[src/rtl/rr_index_pulse_generator_pkg.sv]
`default_nettype none
// ============================================================================
// Module      : rr_pulse_pkg
// Description : Shared types and helpers for the index-to-pulse generator.
// Revision    : 1.0 - initial release
// ============================================================================
package rr_pulse_pkg;

  // Per-channel pulse shaper states
  typedef enum logic [1:0] {
    PC_IDLE = 2'd0,
    PC_HIGH = 2'd1,
    PC_LOW  = 2'd2
  } pulse_state_t;

  // Larger of two integers, used to size the per-channel counter
  function automatic int max_int(input int a, input int b);
    return (a > b) ? a : b;
  endfunction

endpackage
`default_nettype wire

[src/rtl/rr_index_pulse_generator_if.sv]
`default_nettype none
// ============================================================================
// Module      : rr_index_pulse_generator_if
// Description : Index handshake plus pulse/busy/err outputs of the generator.
//               master = index producer side, slave = generator side.
// Revision    : 1.0 - initial release
// ============================================================================
interface rr_index_pulse_generator_if #(
  parameter int DATA_WIDTH = 8
);
  localparam int LB_DATA_WIDTH = $clog2(DATA_WIDTH);

  logic [LB_DATA_WIDTH-1:0] index;
  logic                     valid;
  logic                     ready;
  logic [DATA_WIDTH-1:0]    out_data;
  logic [DATA_WIDTH-1:0]    busy;
  logic                     err;

  modport master (
    output index, valid,
    input  ready, out_data, busy, err
  );

  modport slave (
    input  index, valid,
    output ready, out_data, busy, err
  );

endinterface
`default_nettype wire

[src/rtl/rr_index_pulse_generator_channel.sv]
`default_nettype none
// ============================================================================
// Module      : rr_pulse_channel
// Description : One output channel. A start request produces HIGH_CYCLES of
//               pulse followed by LOW_CYCLES of enforced low time before the
//               channel reports idle again. Outputs are registered from the
//               next state so they line up with the state register.
// Revision    : 1.0 - initial release
// ============================================================================
module rr_pulse_channel
  import rr_pulse_pkg::*;
#(
  parameter int HIGH_CYCLES = 4,
  parameter int LOW_CYCLES  = 2
) (
  input  logic clk,
  input  logic rstn,
  input  logic start,
  output logic pulse,
  output logic busy,
  output logic idle
);

  localparam int CNT_WIDTH = $clog2(max_int(HIGH_CYCLES, LOW_CYCLES) + 1);
  localparam logic [CNT_WIDTH-1:0] HIGH_LOAD = CNT_WIDTH'(HIGH_CYCLES - 1);
  localparam logic [CNT_WIDTH-1:0] LOW_LOAD  = CNT_WIDTH'(LOW_CYCLES - 1);

  pulse_state_t         state_q, state_d;
  logic [CNT_WIDTH-1:0] cnt_q, cnt_d;
  logic                 pulse_q, busy_q, idle_q;

  // Next-state and counter progression; counter only ever counts down to 0
  always_comb begin
    state_d = state_q;
    cnt_d   = cnt_q;
    case (state_q)
      PC_IDLE: begin
        if (start) begin
          state_d = PC_HIGH;
          cnt_d   = HIGH_LOAD;
        end
      end
      PC_HIGH: begin
        if (cnt_q == '0) begin
          state_d = PC_LOW;
          cnt_d   = LOW_LOAD;
        end else begin
          cnt_d = cnt_q - 1'b1;
        end
      end
      PC_LOW: begin
        if (cnt_q == '0) begin
          state_d = PC_IDLE;
        end else begin
          cnt_d = cnt_q - 1'b1;
        end
      end
      default: begin
        state_d = PC_IDLE;
        cnt_d   = '0;
      end
    endcase
  end

  // State, counter and registered outputs; reset truncates any pulse at once
  always_ff @(posedge clk) begin
    if (!rstn) begin
      state_q <= PC_IDLE;
      cnt_q   <= '0;
      pulse_q <= 1'b0;
      busy_q  <= 1'b0;
      idle_q  <= 1'b1;
    end else begin
      state_q <= state_d;
      cnt_q   <= cnt_d;
      pulse_q <= (state_d == PC_HIGH);
      busy_q  <= (state_d != PC_IDLE);
      idle_q  <= (state_d == PC_IDLE);
    end
  end

  assign pulse = pulse_q;
  assign busy  = busy_q;
  assign idle  = idle_q;

endmodule
`default_nettype wire

[src/rtl/rr_index_pulse_generator.sv]
`default_nettype none
// ============================================================================
// Module      : rr_index_pulse_generator
// Description : Accepts channel indices over valid/ready and fires one shaped
//               pulse on the addressed output bit. A channel stalls its own
//               index until its pulse and low gap are complete; indices beyond
//               the channel count are always accepted, dropped and flagged.
// Revision    : 1.0 - initial release
// ============================================================================
module rr_index_pulse_generator
  import rr_pulse_pkg::*;
#(
  parameter int DATA_WIDTH  = 8,
  parameter int HIGH_CYCLES = 4,
  parameter int LOW_CYCLES  = 2
) (
  input  logic                        clk,
  input  logic                        rstn,
  rr_index_pulse_generator_if.slave   bus
);

  localparam int LB_DATA_WIDTH = $clog2(DATA_WIDTH);
  localparam int IDX_SPAN      = 1 << LB_DATA_WIDTH;

  logic [DATA_WIDTH-1:0] start_vec;
  logic [DATA_WIDTH-1:0] pulse_vec;
  logic [DATA_WIDTH-1:0] busy_vec;
  logic [DATA_WIDTH-1:0] idle_vec;
  logic [IDX_SPAN-1:0]   idle_ext;
  logic                  oor;
  logic                  err_q;

  // Out-of-range indices only exist when the channel count is not a power of 2
  generate
    if (IDX_SPAN == DATA_WIDTH) begin : g_range_full
      assign oor = 1'b0;
    end else begin : g_range_partial
      assign oor = (bus.index > LB_DATA_WIDTH'(DATA_WIDTH - 1));
    end
  endgenerate

  // Widen the idle vector to the full index space so the ready mux never
  // selects past the end; unused slots read as not-idle but oor covers them
  always_comb begin
    idle_ext                 = '0;
    idle_ext[DATA_WIDTH-1:0] = idle_vec;
  end

  assign bus.ready = oor | idle_ext[bus.index];

  // One-hot start decode and one shaper per output bit
  generate
    for (genvar i = 0; i < DATA_WIDTH; i++) begin : g_chan
      assign start_vec[i] = bus.valid & idle_vec[i] &
                            (bus.index == LB_DATA_WIDTH'(i));

      rr_pulse_channel #(
        .HIGH_CYCLES (HIGH_CYCLES),
        .LOW_CYCLES  (LOW_CYCLES)
      ) u_chan (
        .clk   (clk),
        .rstn  (rstn),
        .start (start_vec[i]),
        .pulse (pulse_vec[i]),
        .busy  (busy_vec[i]),
        .idle  (idle_vec[i])
      );
    end
  endgenerate

  // One-cycle error strobe for a discarded out-of-range index
  always_ff @(posedge clk) begin
    if (!rstn) begin
      err_q <= 1'b0;
    end else begin
      err_q <= bus.valid & oor;
    end
  end

  assign bus.out_data = pulse_vec;
  assign bus.busy     = busy_vec;
  assign bus.err      = err_q;

endmodule
`default_nettype wire

[src/flat_wrapper.sv]
// flat-port wrapper written by rule: the top's interface ports become plain ports
module rr_index_pulse_generator_flat import rr_pulse_pkg::*;
#(
  parameter int DATA_WIDTH  = 8,
  parameter int HIGH_CYCLES = 4,
  parameter int LOW_CYCLES  = 2
)
  (clk, rstn, bus_index, bus_valid, bus_ready, bus_out_data, bus_busy, bus_err);
  rr_index_pulse_generator_if #(.DATA_WIDTH(DATA_WIDTH)) bus_i ();
  input  logic clk;
  input  logic rstn;
  input wire logic [$bits(bus_i.index)-1:0] bus_index;
  input wire logic [$bits(bus_i.valid)-1:0] bus_valid;
  output wire logic [$bits(bus_i.ready)-1:0] bus_ready;
  output wire logic [$bits(bus_i.out_data)-1:0] bus_out_data;
  output wire logic [$bits(bus_i.busy)-1:0] bus_busy;
  output wire logic [$bits(bus_i.err)-1:0] bus_err;
  assign bus_i.index = bus_index;
  assign bus_i.valid = bus_valid;
  assign bus_ready = bus_i.ready;
  assign bus_out_data = bus_i.out_data;
  assign bus_busy = bus_i.busy;
  assign bus_err = bus_i.err;
  rr_index_pulse_generator #(.DATA_WIDTH(DATA_WIDTH), .HIGH_CYCLES(HIGH_CYCLES), .LOW_CYCLES(LOW_CYCLES)) u_core (.clk(clk), .rstn(rstn), .bus(bus_i));
endmodule
[config.mk]
export PLATFORM = sky130hd
export DESIGN_NAME = rr_index_pulse_generator_flat
export DESIGN_NICKNAME = d
export VERILOG_FILES = /design/src/rtl/rr_index_pulse_generator_pkg.sv /design/src/rtl/rr_index_pulse_generator_if.sv /design/src/rtl/rr_index_pulse_generator_channel.sv /design/src/rtl/rr_index_pulse_generator.sv /design/src/flat_wrapper.sv
export SDC_FILE = /design/constraint.sdc
export NUM_CORES = 1
export LEC_CHECK = 0
export BUFFER_PORTS_ARGS = -buffer_cell sky130_fd_sc_hd__buf_2
export CAP_MARGIN = 25
export CORE_UTILIZATION = 29
export CTS_CLUSTER_DIAMETER = 80
export CTS_CLUSTER_SIZE = 28
export DETAILED_ROUTE_END_ITERATION = 12
export HOLD_SLACK_MARGIN = 0.15
export PLACE_DENSITY = 0.56
export REMOVE_ABC_BUFFERS = 1
export SETUP_SLACK_MARGIN = 0.15
export SYNTH_ARGS = -nofsm -noshare
export SYNTH_HDL_FRONTEND = slang
export SYNTH_SLANG_ARGS = --single-unit
[constraint.sdc]
create_clock -name clk -period 1.95 [get_ports clk]
set_input_delay 0.4875 -clock clk [delete_from_list [all_inputs] [get_ports clk]]
set_output_delay 0.4875 -clock clk [all_outputs]
set_load 0.05 [all_outputs]
==> impl_metrics.yaml, run 1 <==
critical_path:
  rrSetupSlack_ns: 0.47
  r2r_start: "u_core.g_chan[5].u_chan.cnt_q[0]"
  critPathSlowestCell: "mux4_2"
  cp.arrival_ns: 1.53
  r2r_end: "u_core.g_chan[5].u_chan.busy"
  start_kind: "flop"
  cpPeakStageDelay_ns: 0.45
  crit_type: "flop to output pin"
  crit_required_ns: 1.46
  path_max_fanout: 3
  reg2reg_depth: 6
  worstPathCellList: "mux4_2 -> mux2_4 -> buf_8"
  end_kind: "output pin"
route:
  drcViolationCount: 0
  vias: 2547
  firstDrtPassIters: 4
  drt-vias-per-instance: 4.81
  drt-total-wl_mm: 6.35
  routedWlPerCell_um: 12.0
  drt_first_iter_violations: 98
  postRouteAntennaNets: 0
cts:
  clkLatencyLatePin_ns: 0.32
  clk_path_buf_depth: 2
  h-tree-depth: 3
  post_cts_buffers: 0
  postCtsHoldBufs: 0
  numCtsBuffers: 9
  cts_tree: "done"
  cts_sinks: 64
  clk_pin_slew_ns: 0.05
  root_buffer: "clkbuf_16"
sta:
  setup_ws_ns: -0.0677
  setup_tns_ns: -0.0677
  fmax_ghz: 0.496
  finalHoldViolCount: 0
  setup_viol: 1
  rsz0062_at_grt: "yes"
  fin_crit_ns: 2.02
  clock_skew_ns: 0.00611
  final_max_slew_viol_count: 0
  fin_crit_sh_pct: 103
min_path:
  hp-class: "input pin to flop"
  hold_start: "rstn"
  min_delay_path_depth: 2
  min_to: "u_core.g_chan[5].u_chan.idle"
yosys:
  synth_edf_count: 0
  synth_cell_types: 54
  synth_xor_area_share_pct: 1.03
  ys_ff_latch: 64
  syn_area_per_cell_um2: 8.79
  yosys.area_share.simple_pct: 20.1
  synth_common_cells: "64 x dfxtp_1, 27 x inv_1, 25 x nand2_1"
  synthMuxAreaShare_pct: 3.43
  synth-main-ff-cell: "dfxtp_1"
  synth.top_cell.area_share_pct: 37.8
  synth-adder-area-share_pct: 6.78
  async_flop_share_pct: 0
  synth_top_family_by_area: "compound AO/OA/AOI/OAI gates"
  yosysMostFrequentCell: "dfxtp_1"
  syn_area_um2: 3390
  ys_seq_area_share_pct: 37.8
  yosys_warnings: 0
  yosysTopAreaCell: "dfxtp_1"
  synth-compound-area-share_pct: 20.4
  synthCells: 386
  synth.area.top_cells: "dfxtp_1 38%, ha_1 5.9%, buf_4 4.0%, inv_1 3.0%, o21ai_0 2.9%"
power:
  netSwitchingFraction_pct: 24.5
  clkPwrFrac_pct: 44.3
  power.total_w: 0.00319
  pwr-share-seq_pct: 43.6
  p_int_w: 0.00241
  combPwrFrac_pct: 12.1
  power.density_nw_per_um2: 849
  p_leak_nw: 1.56
  ir_drop_mv: 0.407
  p_switching_w: 0.000781
global_routing:
  grt_pass1_wl_mm: 10.6
  antenna_found_initial: 0
  grt_usage_pct: 11.2
  grt_overflow_total: 0
  grt_pass1_vias: 2345
  grt_max_degree: 17
cells_and_area:
  area_delta_synth_final_pct: 10.8
  fillers: 1208
  antennaDiodeCount: 0
  layout-drive-gt1-share_pct: 15.5
  ff_latch_area_um2: 1290
  multi_input_area_um2: 1750
  finalNetCount: 407
die:
  dieArea_um2: 12100
  start_util_pct: 29.7
  core_area_um2: 11400
  io-pin-count: 24
  chipHeight_um: 110
  die_x_um: 110
  row_count: 39
outcome:
  outcome: "complete, but fails checks"
  violations: "setup timing"
placed_design:
  port-buffer-count: 22
  routabilityCongestion: 0.788
  place_ws_ns: -0.162
  hpwl_mm: 4.59
job:
  max_cap_viol_count: 0
## power by group through the flow
stage / Clock [W] / Combinational (W) / Sequential, W
after floorplan: 0 / 0.000244 / 0.00145
after global placement: 0 / 0.000374 / 0.00142
after detailed placement: 0 / 0.000383 / 0.00142
after CTS: 0.00146 / 0.000389 / 0.00139
after global routing: 0.00151 / 0.000437 / 0.00140
final: 0.00141 / 0.000385 / 0.00139
## per-layer routing
| metal | track usage [%] | vias up | routed length [um] |
|---|---|---|---|
| li1 | - | 1334 | - |
| met1 | 15.0 | 1170 | 3170 |
| met2 | 17.5 | 38 | 2870 |
| met3 | 3.29 | 5 | 242 |
| met4 | 3.38 | 0 | 63 |
| met5 | 0 | - | 0 |
## worst max-delay path: cells and delay by family, from the launching register on
family	cells	cell delay, ns
buf+inv	1	0.15
flops	1	0.32
mux	2	0.73
## area by class of cell
class                      instances  share of cell area (%)
clock inverter                     1                   0.133
tap                              143                    4.76
inverter                          27                    2.69
clock buffer                      12                    6.82
multi-input combinational        253                    46.6
timing repair buffer              30                    4.79
sequential                        64                    34.2
## logic make-up (layout without fill, tap and decap cells)
group,after synthesis,after routing
AOI/OAI and AO/OA,98,98
xor gates and xnor gates,4,4
buffers and inverters,69,70
muxes,8,8
adders and majority gates,19,19
DFF,64,64
and+or+nand+nor,123,123
other,1,1
## sequential cells by signal (all words and copies together), names as in the netlist
name	count
u_core.g_chan.u_chan.idle	8
u_core.g_chan.u_chan.cnt_q	24
u_core.g_chan.u_chan.busy	8
u_core.g_chan.u_chan.state_q	16
u_core.g_chan.u_chan.pulse	8
## layout by cell type, fill, tap and decap left out, types with 5 or more instances in the layout
cell type / instances
dfxtp_1: 60
nand4_1: 5
o311a_1: 8
nand3_1: 8
o21ai_0: 20
nor3b_1: 9
nor2b_1: 12
buf_4: 8
a31oi_1: 8
nand2_1: 25
inv_1: 27
buf_2: 21
clkbuf_16: 9
and3_1: 12
o21a_1: 13
nor3_1: 10
and3b_1: 5
a21oi_1: 19
nor2_1: 18
nand2b_1: 8
ha_1: 16
## stage by stage
stage	cells	util [%]	hold WS (ns)	instance area, um2
global placement	517	30.6	0.496	3490
finish	530	32.9	0.506	3760
CTS	530	32.9	0.509	3760
floorplan	344	-	0.472	3140
global route	530	32.9	0.538	3760
detailed placement	517	30.6	0.500	3490
## what timing repair did
action                                  CTS  global route
endpoints found under the hold margin     0             0
endpoints found under the setup margin    1             1
gates resized for setup                   9             1
## worst max path at each step
stage / cells past startpoint / slack [ns] / end / startpoint
after floorplan: 2 / 0.07 / bus_ready / bus_index[0]
after global placement: 4 / -0.15 / bus_ready / bus_index[0]
after detailed placement: 4 / -0.16 / bus_ready / bus_index[0]
after CTS: 3 / -0.08 / bus_ready / u_core.g_chan[7].u_chan.idle
after global routing: 3 / -0.11 / bus_ready / u_core.g_chan[3].u_chan.idle
final: 3 / -0.07 / bus_ready / u_core.g_chan[7].u_chan.idle
Power figures use the tool's default switching activity.
==> run 2, diff against run 1 <==
--- a/config.mk
+++ b/config.mk
@@ -7,12 +7,14 @@
 export LEC_CHECK = 0
 export BUFFER_PORTS_ARGS = -buffer_cell sky130_fd_sc_hd__buf_2
 export CAP_MARGIN = 25
+export CELL_PAD_IN_SITES_DETAIL_PLACEMENT = 2
+export CELL_PAD_IN_SITES_GLOBAL_PLACEMENT = 2
 export CORE_UTILIZATION = 29
 export CTS_CLUSTER_DIAMETER = 80
 export CTS_CLUSTER_SIZE = 28
 export DETAILED_ROUTE_END_ITERATION = 12
 export HOLD_SLACK_MARGIN = 0.15
-export PLACE_DENSITY = 0.56
+export PLACE_DENSITY = 0.76
 export REMOVE_ABC_BUFFERS = 1
 export SETUP_SLACK_MARGIN = 0.15
 export SYNTH_ARGS = -nofsm -noshare
==> run 2 against run 1 <==
The flow still finishes with violations (setup timing). Routed wire length grew 38%. Die area unchanged. Global-route usage increased by 4.5 points. Final area increased by 1.4%. Register-to-register slack got worse by 0.11 ns. Core utilization up 0.45 points. Critical path depth unchanged. First-iteration DRC count shrank 41%. Critical path type unchanged. Largest power group unchanged.
==> impl_metrics.yaml, run 2 (synthesized netlist as in run 1, its figures left out) <==
outcome:
  outcome: "complete, but fails checks"
  violations: "setup timing"
critical_path:
  end_kind: "output pin"
  start_kind: "flop"
  reg2reg_depth: 6
  r2r_start: "u_core.g_chan[5].u_chan.cnt_q[0]"
  cp.arrival_ns: 1.60
  crit_type: "flop to output pin"
  cpPeakStageDelay_ns: 0.49
  worstPathCellList: "mux4_2 -> mux2_4 -> buf_8"
  rrSetupSlack_ns: 0.36
  startpoint: "u_core.g_chan[6].u_chan.idle"
  crit_end: "bus_ready"
  critPathSlowestCell: "mux4_2"
  crit_required_ns: 1.46
  r2r_end: "u_core.g_chan[5].u_chan.busy"
  path_max_fanout: 2
sta:
  setup_viol: 1
  finalHoldViolCount: 0
  fin_crit_sh_pct: 107
  rsz0062_at_grt: "yes"
  final_max_slew_viol_count: 0
  clock_skew_ns: 0.00766
  fin_crit_ns: 2.09
  setup_ws_ns: -0.142
  fmax_ghz: 0.478
cells_and_area:
  most-common-layout-cells: "60 x dfxtp_1, 27 x inv_1, 25 x nand2_1"
  largest_reg_flops: 24
  layout-drive-gt1-share_pct: 16.2
  antennaDiodeCount: 0
  area_delta_synth_final_pct: 12.4
  final_common_cell: "dfxtp_1"
  regMostFlops: "u_core.g_chan.u_chan.cnt_q"
  ff_latch_area_um2: 1290
  finalNonFillerCells: 532
  top_regs: "u_core.g_chan.u_chan.cnt_q (24), u_core.g_chan.u_chan.state_q (16)"
  finalNetCount: 406
  fillers: 1298
  multi_input_area_um2: 1750
die:
  dieArea_um2: 12100
  start_util_pct: 29.7
  chipHeight_um: 110
  die_x_um: 110
  io-pin-count: 24
  row_count: 39
  core_area_um2: 11400
job:
  max_cap_viol_count: 0
power:
  ir_drop_mv: 0.489
  power.density_nw_per_um2: 910
  pwr-share-seq_pct: 40.2
  netSwitchingFraction_pct: 26.2
  p_switching_w: 0.000908
  combPwrFrac_pct: 11.8
  clkPwrFrac_pct: 48.0
  p_int_w: 0.00256
  p_leak_nw: 1.58
route:
  vias: 2710
  postRouteAntennaNets: 0
  drcViolationCount: 0
  drt-total-wl_mm: 8.77
  routedWlPerCell_um: 16.5
  drt-vias-per-instance: 5.09
  drt_first_iter_violations: 58
  firstDrtPassIters: 3
cts:
  clkLatencyLatePin_ns: 0.34
  cts_tree: "done"
  clk_pin_slew_ns: 0.06
  h-tree-depth: 3
  numCtsBuffers: 9
  clk_path_buf_depth: 2
  root_buffer: "clkbuf_16"
  cts_sinks: 64
global_routing:
  grt_pass1_vias: 2890
  grt_max_degree: 62
  gr-usage-met1_pct: 17.9
  grt_usage_pct: 15.8
  grtUsageMet2_pct: 27.8
  top_usage_layer: "met2"
  grt_pass1_wl_mm: 14.4
  gr-usage-met3_pct: 4.41
  antenna_found_initial: 0
  grt_overflow_total: 0
min_path:
  hp-class: "input pin to flop"
placed_design:
  place_ws_ns: -0.176
  port-buffer-count: 22
  routabilityCongestion: 0.694
  dp_cells: 514
  hpwl_mm: 5.88
-- run 2: cell count changes in the layout (fill, tap and decap cells not counted), sizes merged --
cell / delta
clkinvlp: +2
buf: -1
clkinv: +1
bufinv: +1
clkbuf: -1
-- run 2: worst min-delay path by stage --
| stage | startpoint | endpoint | slack [ns] | cells past startpoint |
|---|---|---|---|---|
| after global placement | u_core.g_chan[3].u_chan.cnt_q[2] | u_core.g_chan[3].u_chan.cnt_q[2] | 0.49 | 2 |
| after detailed placement | u_core.g_chan[2].u_chan.cnt_q[0] | u_core.g_chan[2].u_chan.cnt_q[0] | 0.52 | 2 |
| after CTS | rstn | u_core.g_chan[7].u_chan.cnt_q[2] | 0.45 | 3 |
| after global routing | rstn | u_core.g_chan[7].u_chan.cnt_q[2] | 0.46 | 3 |
| final | rstn | u_core.g_chan[7].u_chan.cnt_q[2] | 0.45 | 3 |
| after floorplan | u_core.g_chan[7].u_chan.cnt_q[0] | u_core.g_chan[7].u_chan.cnt_q[0] | 0.47 | 2 |
-- run 2: worst max-delay path, delay by kind of cell (launching register included) --
family | cells | cell delay (ns)
buffers and inverters | 1 | 0.15
multiplexers | 2 | 0.79
flip-flops | 1 | 0.33
-- run 2: power by group through the flow --
stage / logic, W / clock network (W) / registers (W)
2_1_floorplan: 0.000244 / 0 / 0.00145
3_3_place_gp: 0.000377 / 0 / 0.00142
3_5_place_dp: 0.000402 / 0 / 0.00142
4_1_cts: 0.000414 / 0.00171 / 0.00140
5_1_grt: 0.000458 / 0.00176 / 0.00140
6_report: 0.000408 / 0.00167 / 0.00140
-- run 2: timing repair --
item                                    4_1_cts  5_1_grt
hold buffers                                  0        0
gates cloned                                  0        0
resized for setup                            10        0
endpoints found under the setup margin        1        1
setup buffers                                 2        0
-- run 2: metrics by stage --
step	power (W)	cell area (um2)	util, %	hold WS, ns	setup TNS (ns)
5_1_grt	0.00362	3810	33.4	0.464	-0.164
3_5_place_dp	0.00182	3480	30.5	0.516	-0.176
6_report	0.00347	3810	33.4	0.451	-0.142
3_3_place_gp	0.00180	3480	30.5	0.491	-0.137
2_1_floorplan	0.00169	3140	-	0.472	0
4_1_cts	0.00352	3810	33.4	0.452	-0.118
-- run 2: final cells by class --
type                    instances  share of cell area, %
multi-input cells             253                   46.0
flip-flops and latches         64                   33.7
clock buffers                  11                   6.63
repair buffers                 29                   4.86
well taps                     143                   4.69
inverters                      27                   2.66
clock inverters                 5                   1.44
-- run 2: metal layers --
layer | up-vias | wire length, um
met2 | 27 | 4490
met5 | - | 0
met3 | 16 | 228
li1 | 1335 | -
met1 | 1332 | 3850
met4 | 0 | 195
==> run 3, diff against run 2 <==
==> constraint.sdc (replaced) <==
create_clock -name clk -period 2 [get_ports clk]
set_input_delay 0.5 -clock clk [delete_from_list [all_inputs] [get_ports clk]]
set_output_delay 0.5 -clock clk [all_outputs]
set_load 0.05 [all_outputs]
==> run 3 against run 2 <==
The flow still finishes with violations (setup timing). Routed wire length down 1.4%. Cell count fell by 0.38%. Core utilization about the same. Via count increased by 1.3%. Clock skew decreased by 0.0044 ns. Clock power about the same. Count of clock-buffer cells in the layout grew 3. Critical path type unchanged. Critical endpoint unchanged. Highest routed layer unchanged.
==> impl_metrics.yaml, run 3 (synthesized netlist as in run 1, its figures left out) <==
outcome:
  outcome: "complete, but fails checks"
  violations: "setup timing"
cells_and_area:
  largest_reg_flops: 24
  area_delta_synth_final_pct: 12.3
  most-common-layout-cells: "59 x dfxtp_1, 27 x inv_1, 25 x nand2_1"
  antennaDiodeCount: 0
  top_regs: "u_core.g_chan.u_chan.cnt_q (24), u_core.g_chan.u_chan.state_q (16)"
  fin_util_pct: 33.4
  layout-drive-gt1-share_pct: 15.8
  final_common_cell: "dfxtp_1"
  finalNetCount: 404
  regMostFlops: "u_core.g_chan.u_chan.cnt_q"
  finalNonFillerCells: 530
global_routing:
  antenna_found_initial: 0
  grt_pass1_vias: 2809
  grtUsageMet2_pct: 26.7
  top_usage_layer: "met2"
  grt_pass1_wl_mm: 14.3
  grt_max_degree: 62
  grt_overflow_total: 0
  grt_usage_pct: 15.4
  gr-usage-met1_pct: 18.4
  gr-usage-met3_pct: 3.47
sta:
  fin_crit_ns: 2.06
  setup_ws_ns: -0.0613
  setup_viol: 1
  finalHoldViolCount: 0
  clock_skew_ns: 0.00328
  setup_tns_ns: -0.0613
  rsz0062_at_grt: "yes"
  fmax_ghz: 0.485
  final_max_slew_viol_count: 0
  fin_crit_sh_pct: 103
route:
  vias: 2746
  drcViolationCount: 0
  firstDrtPassIters: 4
  routedWlPerCell_um: 16.3
  postRouteAntennaNets: 0
  drt_first_iter_violations: 56
  drt-vias-per-instance: 5.18
  drt-total-wl_mm: 8.65
cts:
  clk_pin_slew_ns: 0.05
  cts_tree: "done"
  clk_path_buf_depth: 2
  root_buffer: "clkbuf_16"
  numCtsBuffers: 9
  h-tree-depth: 3
  cts_sinks: 64
  clkLatencyLatePin_ns: 0.33
critical_path:
  cp.arrival_ns: 1.56
  path_max_fanout: 2
  end_kind: "output pin"
  crit_type: "flop to output pin"
  reg2reg_depth: 6
  r2r_start: "u_core.g_chan[5].u_chan.cnt_q[0]"
  startpoint: "u_core.g_chan[1].u_chan.idle"
  rrSetupSlack_ns: 0.43
  crit_required_ns: 1.50
  crit_end: "bus_ready"
  r2r_end: "u_core.g_chan[5].u_chan.busy"
  start_kind: "flop"
power:
  clkPwrFrac_pct: 48.7
  ir_drop_mv: 0.288
  netSwitchingFraction_pct: 25.0
  combPwrFrac_pct: 11.6
  p_switching_w: 0.000858
  power.density_nw_per_um2: 899
  p_int_w: 0.00257
  power.total_w: 0.00343
  pwr-share-seq_pct: 39.7
  p_leak_nw: 1.58
job:
  max_cap_viol_count: 0
placed_design:
  dp_cells: 513
  hpwl_mm: 5.80
  place_ws_ns: -0.135
  port-buffer-count: 22
  routabilityCongestion: 0.744
die:
  chipHeight_um: 110
  die_x_um: 110
  core_area_um2: 11400
  row_count: 39
  dieArea_um2: 12100
  start_util_pct: 29.7
  io-pin-count: 24
min_path:
  hp-class: "input pin to flop"
  hold_start: "rstn"
  min_delay_path_depth: 3
-- run 3: layer usage --
layer  routed length [um]  vias up
li1                     -     1332
met1                 3830     1372
met2                 4420       27
met3                  202       15
met4                  188        0
met5                    0        -
-- run 3: critical path: stages (launching register included) --
cell	delay (ns)
dfxtp_2	0.33
mux4_2	0.45
mux2_4	0.29
buf_8	0.15
-- run 3: layout make-up --
type | instances | area [um2]
clock buffer | 14 | 284
tap | 143 | 179
clock inverter | 2 | 35.0
sequential | 64 | 1290
fill | 1305 | 7610
timing repair buffer | 27 | 170
inverter | 27 | 101
multi-input combinational | 253 | 1750
-- run 3: worst min path at each step --
| stage | endpoint |
|---|---|
| final | u_core.g_chan[7].u_chan.cnt_q[2] |
| after global routing | u_core.g_chan[7].u_chan.cnt_q[2] |
| after CTS | u_core.g_chan[7].u_chan.cnt_q[2] |
| after detailed placement | u_core.g_chan[2].u_chan.cnt_q[2] |
| after global placement | u_core.g_chan[3].u_chan.cnt_q[2] |
| after floorplan | u_core.g_chan[7].u_chan.cnt_q[0] |
-- run 3: through the flow --
| step | hold slack, ns | instance area, um2 |
|---|---|---|
| after floorplan | 0.472 | 3140 |
| after global placement | 0.492 | 3470 |
| after detailed placement | 0.519 | 3470 |
| after CTS | 0.450 | 3810 |
| after global routing | 0.470 | 3810 |
| final | 0.455 | 3810 |
-- run 3: timing repair --
item | in CTS | in global routing
buffers inserted | 1 | 0
hold buffers | 0 | 0
resized for setup | 10 | 1
endpoints found under the setup margin | 1 | 1
cloned | 0 | 0
-- run 3: power by group through the flow --
stage               Clock, W  Sequential [W]  Combinational [W]
CTS                  0.00171         0.00136           0.000403
global placement           0         0.00138           0.000366
global route         0.00177         0.00137           0.000445
detailed placement         0         0.00139           0.000389
finish               0.00167         0.00136           0.000396
floorplan                  0         0.00141           0.000238
